$ cat config.mk
export PLATFORM = sky130hd
export DESIGN_NAME = noc_link_out_arbiter
export DESIGN_NICKNAME = d
export VERILOG_FILES = /design/src/rtl/noc_link_out_arbiter.sv
export SDC_FILE = /design/constraint.sdc
export NUM_CORES = 1
export LEC_CHECK = 0
export CAP_MARGIN = 20
export CORE_MARGIN = 3
export CORE_UTILIZATION = 39
export DETAILED_ROUTE_END_ITERATION = 8
export HOLD_SLACK_MARGIN = 0.03
export PLACE_DENSITY_LB_ADDON = 0.05
export SLEW_MARGIN = 20
export SYNTH_ARGS = -nofsm -noshare
export SYNTH_HDL_FRONTEND = slang
export SYNTH_SLANG_ARGS = --single-unit
$ cat constraint.sdc
create_clock -name clk -period 1.9 [get_ports clk]
set_input_delay 0.38 -clock clk [delete_from_list [all_inputs] [get_ports clk]]
set_output_delay 0.38 -clock clk [all_outputs]
set_load 0.01 [all_outputs]
$ cat src/rtl/noc_link_out_arbiter.sv
// Packet-atomic round-robin arbiter sharing one tile->NoC output link between
// several flit sources, with a single registered output stage.
module noc_link_out_arbiter #(
  parameter int unsigned FLIT_WIDTH = 34,
  parameter int unsigned CHANNELS   = 2,
  parameter int unsigned CW         = (CHANNELS > 1) ? $clog2(CHANNELS) : 1
) (
  input  logic                                 clk,
  input  logic                                 rst,
  input  logic [CHANNELS-1:0][FLIT_WIDTH-1:0]  req_flit,
  input  logic [CHANNELS-1:0]                  req_last,
  input  logic [CHANNELS-1:0]                  req_valid,
  output logic [CHANNELS-1:0]                  req_ready,
  output logic [FLIT_WIDTH-1:0]                link_out_flit,
  output logic                                 link_out_last,
  output logic                                 link_out_valid,
  input  logic                                 link_out_ready,
  output logic [CW-1:0]                        link_out_chan,
  output logic                                 busy
);

  typedef enum logic {IDLE, LOCKED} state_t;

  state_t               state;
  logic [CW-1:0]        owner;
  logic [CW-1:0]        rr_ptr;

  logic                 space;
  logic                 any_valid;
  logic [CW-1:0]        sel;
  logic [CW-1:0]        grant;
  logic [CW-1:0]        next_ptr;
  logic [CHANNELS-1:0]  ready_c;
  logic                 xfer;

  // Cyclic search for the first valid requester starting at rr_ptr.
  always_comb begin
    logic [CW-1:0] idx;
    sel       = rr_ptr;
    any_valid = 1'b0;
    idx       = '0;
    for (int unsigned k = 0; k < CHANNELS; k++) begin
      idx = CW'((32'(rr_ptr) + k) % CHANNELS);
      if (!any_valid && req_valid[idx]) begin
        sel       = idx;
        any_valid = 1'b1;
      end
    end
  end

  assign space    = !link_out_valid || link_out_ready;
  assign grant    = (state == LOCKED) ? owner : sel;
  assign next_ptr = CW'((32'(grant) + 1) % CHANNELS);

  // Only the granted requester may see ready; never during reset.
  always_comb begin
    ready_c = '0;
    if (rst && space && ((state == LOCKED) || any_valid))
      ready_c[grant] = 1'b1;
  end

  assign req_ready = ready_c;
  assign xfer      = req_valid[grant] && ready_c[grant];
  assign busy      = (state == LOCKED) || link_out_valid;

  // Arbitration state and output stage share one register process.
  always_ff @(posedge clk or negedge rst) begin
    if (!rst) begin
      state          <= IDLE;
      owner          <= '0;
      rr_ptr         <= '0;
      link_out_valid <= 1'b0;
      link_out_flit  <= '0;
      link_out_last  <= 1'b0;
      link_out_chan  <= '0;
    end else begin
      if (xfer) begin
        link_out_flit  <= req_flit[grant];
        link_out_last  <= req_last[grant];
        link_out_chan  <= grant;
        link_out_valid <= 1'b1;
        if (req_last[grant]) begin
          state  <= IDLE;
          rr_ptr <= next_ptr;
        end else begin
          state  <= LOCKED;
          owner  <= grant;
        end
      end else if (link_out_ready) begin
        link_out_valid <= 1'b0;
      end
    end
  end

endmodule

Word-level counts from Yosys, hierarchy flattened --
Cells that the tools add are included.
Word-level totals: output and inout port bits 40, logic and storage cells 49, input bits 75, register bits after elaboration 40
Cells by class: bitwise gates (word level) 1, $lt $le $gt $ge 4, reductions and logical operators 13, muxes and demuxes 22, add/sub/neg operators 2
Operator list (number):
- $mux 34 | 2
- $mux 1 | 18
- $lt 1x2->1 const B | 3
- $logic_and 1x1->1 | 5
- $reduce_and 2->1 | 2
- $logic_or 1x1->1 | 3
- $add 1x1->1 const B | 2
- $logic_not 1->1 | 2
- $mux 2 | 1
- $reduce_bool 2->1 | 1
- $demux 1 s1 | 1
- $ge 1x1->1 const B | 1
- $not 1->1 | 1

Logic depth before layout (Yosys ltp) --
Gate-level depths: netlist of the first run.
word-level depth 16, depth in mapped cells 7, gate-level depth less buffers 4

Least setup slack after synthesis of the first run --
Ideal clock, no wire load.
kind register -> output, start point reg state, end point out req_ready[1], required time 1520 ps, arrival 1337 ps, cell stages (with the launch flop) 7, slack 183 ps, path through dfrtp_1 buf_2 nand2_1 o31a_1 buf_6 clkbuf_1 nor2_1
On the way: cells in the longest elaborated chain, start to end 6, elaborated cells on any way between the ends 9, classes of those cells 2 x order compare; 4 x mux; 3 x reduce/logical
RTL lines:
- start: declaration | RTL line 24 | state_t state;
- start signal: assignment | RTL line 69 | state <= IDLE;
- start signal: assignment | RTL line 83 | state <= IDLE;
- start signal: assignment | RTL line 86 | state <= LOCKED;
- $mux 1 | RTL line 52 | assign grant = (state == LOCKED) ? owner : sel;
- $lt 1x2->1 (not written as such) / $ge 1x1->1 (equally long branches) | RTL line 59 | ready_c[grant] = 1'b1;
- $logic_and 1x1->1 (not written as such) | RTL line 59
- $mux 1 (not written as such) | RTL line 59
- $demux 1 s1 | RTL line 59
- $mux 2 * | RTL line 58 | if (rst && space && ((state == LOCKED) || any_valid))
- end: declaration | RTL line 13 | output logic [CHANNELS-1:0] req_ready,
Every way passes the cells marked *; elsewhere a longest branch is shown, timed or not.

Worst setup path in the final report of the first run --
start point reg state, end point out busy
On the way: cells in the longest elaborated chain, start to end 1
RTL lines:
- $logic_or 1x1->1 | RTL line 64 | assign busy = (state == LOCKED) || link_out_valid;
- end: declaration | RTL line 19 | output logic busy
No other way between the ends.

==> results.md, run 1 <==
- Max rail drop VDD: about 790 uV
- Fillers: between 300 and 400
- Data arrival at the endpoint of the critical path: around 1500 ps
- Total chip power: around 5 mW
- Main area contributors after synthesis: sky130_fd_sc_hd__dfrtp_1, sky130_fd_sc_hd__a2111oi_0, sky130_fd_sc_hd__a2bb2oi_1, sky130_fd_sc_hd__nand2_1, sky130_fd_sc_hd__clkbuf_1
- Number of vias after detailed routing: around 2200
- Cts hold-fix bufs: 0
- Final count of negative-setup-slack endpoints: 0
- Library cell occupying the most area in the post-synthesis netlist: sky130_fd_sc_hd__dfrtp_1
- Height of the die: around 80 um
- Tightest Hold Check Type: in -> async
- Final routed wirelength across all metal layers: about 6600 um
- Part of the total power dissipated in combinational logic: 57.5%
- Placed Instances: between 300 and 400
- Number of global-route vias before repair: ~2300
- Max-capacitance violation count: 0
- Leakage: approximately 1.4 nW
- Clock tree from TritonCTS: yes
- Chip Width: slightly below 80 um
- Starting density of the core: 41.8%
- All-Layer GR Usage: 21.6%
- Syn Nets: 269
- Post-synthesis average cell area: approximately 11 um^2
- Fin. Hold Viols: 0
- Worst-margin pin slew: between 500 and 600 ps
- Area overhead of the layout relative to synthesis: 72.7%
- Clock transition at the register clock pins on the worst setup and hold paths after CTS: 80 ps
- Share of post-route cells with drive strength above 1: between 10% and 20%
- Aggregate global routing overflow: 0
- CTS Buffer Depth: 2
- Clock sink count: 40
- Number of placement rows: 25
- Yosys reg bits: 40
- Level count of the clock H-tree: 2
- Final worst path period need: around 1800 ps
- Power per cell area: between 1000 and 1500 nW/um^2
- Final slew viol count: 0
- Reported net switching power: approximately 1.9 mW
- Highest achievable clock rate: around 0.54 GHz
- Share of synthesized registers carrying an async set or reset: 100%
- Non-Filler Instances: ~400
- Clock share of power: 12.0%
- Maximum number of pins on one net before global-route repair: between 40 and 50
- Netlist cell types: 29
- Worst-path maximum fanout: 6
- Setup crit end kind: primary output
- Number of nets at the end of the flow: 400
- Sequential share of power: around 30%
- Critical Path RT: 1520 ps
- Ratio of final minimum period to clock period: 96.9%
- Wire length of the first global-routing pass: ~11000 um
- Outcome: finished clean
- Proportion of synthesized chip area in sequential cells: between 40% and 50%
- Most common library cell in the layout ignoring fill and taps: sky130_fd_sc_hd__clkdlybuf4s50_1
- Warnings from Yosys: 0
- Setup total negative slack: 0 ps
- Inserted Clock Buffers: 5
- Critical Path Start Type: register
- Full die area: approximately 6200 um^2
- Critical setup path kind: reg -> out
- Clock root buffer: sky130_fd_sc_hd__clkbuf_8
- Number of enable flip-flop cells after synthesis: 0
- Antenna fix cells: 0
- # Post-CTS Setup Buffers: 0
- Number of antenna violations at the first check in global routing: 0
- Final routed wire length divided by cell count: roughly 17 um
- Layout Skew: a little under 10 ps
- Number of buffers inserted by port buffering: 114
- Unrepaired setup endpoints after global routing: yes
- TritonRoute pass-1 iters: 4
- Ratio of routed vias to standard cells: roughly 5.6
- Placed wire-length estimate: approximately 4800 um
- Max-Slew Margin vs Limit: between 60 and 70%
- Number of top-level pins: between 100 and 150
- Yosys top cell area share: between 40% and 50%
- Predominant post-synthesis flop cell: sky130_fd_sc_hd__dfrtp_1
- Commonest cells after routing, fill and taps aside: sky130_fd_sc_hd__clkdlybuf4s50_1, sky130_fd_sc_hd__dfrtp_1, sky130_fd_sc_hd__nand2_1
- Clock insertion delay at the later pin of the skew report: 290 ps
- Switching fraction of total power: between 30% and 40%
- # DRC: 0
- Weighted congestion reported at the end of routability-driven placement: between 0.8 and 0.9
- Internal power: between 3 and 4 mW
- Iteration-0 DRC Markers: 78
- Core area: 4910 um^2
- Antenna violation net count after detailed routing: 0
- Post-Syn Instances: 194
- Post-synth design cell area: approximately 2000 um^2
-- power groups by stage --
stage | logic, mW | clock network, mW | registers [mW]
2_1_floorplan | 1.24 | 0 | 1.68
4_1_cts | 2.89 | 0.617 | 1.53
3_3_place_gp | 2.84 | 0 | 1.53
3_5_place_dp | 2.89 | 0 | 1.53
6_report | 2.88 | 0.603 | 1.53
5_1_grt | 3.09 | 0.657 | 1.59
-- cell families after synthesis --
group / synth area share, %
AOI/OAI and AO/OA: 33.8
and+or+nand+nor: 9.87
DFF: 48.7
buffers and inverters: 4.81
muxes: 2.80
-- what timing repair did --
item | in CTS | in global routing
pin swaps | 0 | 1
gates resized for setup | 19 | 9
setup endpoints to repair | 32 | 37
-- registers in the layout, summed over array words and instances (netlist names) --
name	count
link_out_flit	34
link_out_chan	1
link_out_last	1
link_out_valid	1
owner	1
rr_ptr	1
state	1
-- synth_stat cells, types with 2 or more instances --
cell type	n
sky130_fd_sc_hd__a2111oi_0	33
sky130_fd_sc_hd__a2bb2oi_1	33
sky130_fd_sc_hd__mux2i_1	2
sky130_fd_sc_hd__nor2_1	4
sky130_fd_sc_hd__a21oi_1	2
sky130_fd_sc_hd__nand2b_1	2
sky130_fd_sc_hd__nand2_1	36
sky130_fd_sc_hd__clkbuf_1	15
sky130_fd_sc_hd__buf_2	4
sky130_fd_sc_hd__o41ai_1	2
sky130_fd_sc_hd__inv_1	3
sky130_fd_sc_hd__dfrtp_1	40
sky130_fd_sc_hd__mux2_2	2
-- through the flow --
| step | worst slack [ps] | utilization (%) | area, um^2 | hold WS, ps |
|---|---|---|---|---|
| after floorplan | 183 | - | 2050 | 84.4 |
| after global placement | -399 | 70.1 | 3440 | 489 |
| after detailed placement | -435 | 70.1 | 3440 | 494 |
| after CTS | 2.78 | 72.0 | 3540 | 214 |
| after global routing | -20.8 | 72.3 | 3550 | 250 |
| final | 58.7 | 72.3 | 3550 | 208 |
-- layout make-up --
cell class / instances / area [um^2] / area share, %
repair buffers: 144 / 1370 / 38.7
flip-flops and latches: 40 / 1000 / 28.2
multi-input cells: 131 / 982 / 27.7
well taps: 67 / 83.8 / 2.36
clock buffers: 6 / 82.6 / 2.33
clock inverters: 2 / 13.8 / 0.388
inverters: 3 / 11.3 / 0.317
-- worst paths after layout --
path / from / slack (ps) / cells past startpoint / end
min in group clk: link_out_flit[19] / 510 / 1 / link_out_flit[19]
min: rst / 210 / 2 / link_out_chan
max: state / 60 / 3 / busy
min reg2reg: link_out_flit[19] / 510 / 1 / link_out_flit[19]
max reg2reg: rr_ptr / 70 / 6 / link_out_flit[7]
max in group asynchronous: rst / 1300 / 2 / state
-- layer usage --
| layer | part of all wire [%] | GRT usage, % |
|---|---|---|
| met5 | 0 | 0 |
| met4 | 0.98 | 5.24 |
| met3 | 6.9 | 5.73 |
| met2 | 49 | 36.4 |
| met1 | 43 | 27.4 |
-- worst max-delay path: stages, from the launching register on --
cell and delay, ps:
sky130_fd_sc_hd__dfrtp_2 450, sky130_fd_sc_hd__buf_4 150, sky130_fd_sc_hd__or2_2 280, sky130_fd_sc_hd__dlygate4sd2_1 290
Power figures use the tool's default switching activity.
==> run 2, diff against run 1 <==
--- a/config.mk
+++ b/config.mk
@@ -11,7 +11,7 @@
 export DETAILED_ROUTE_END_ITERATION = 8
 export HOLD_SLACK_MARGIN = 0.03
 export PLACE_DENSITY_LB_ADDON = 0.05
-export SLEW_MARGIN = 20
+export SLEW_MARGIN = 10
 export SYNTH_ARGS = -nofsm -noshare
 export SYNTH_HDL_FRONTEND = slang
 export SYNTH_SLANG_ARGS = --single-unit
==> results of run 2 <==
No change in the layout: final DEF, timing and power equal those of run 1.
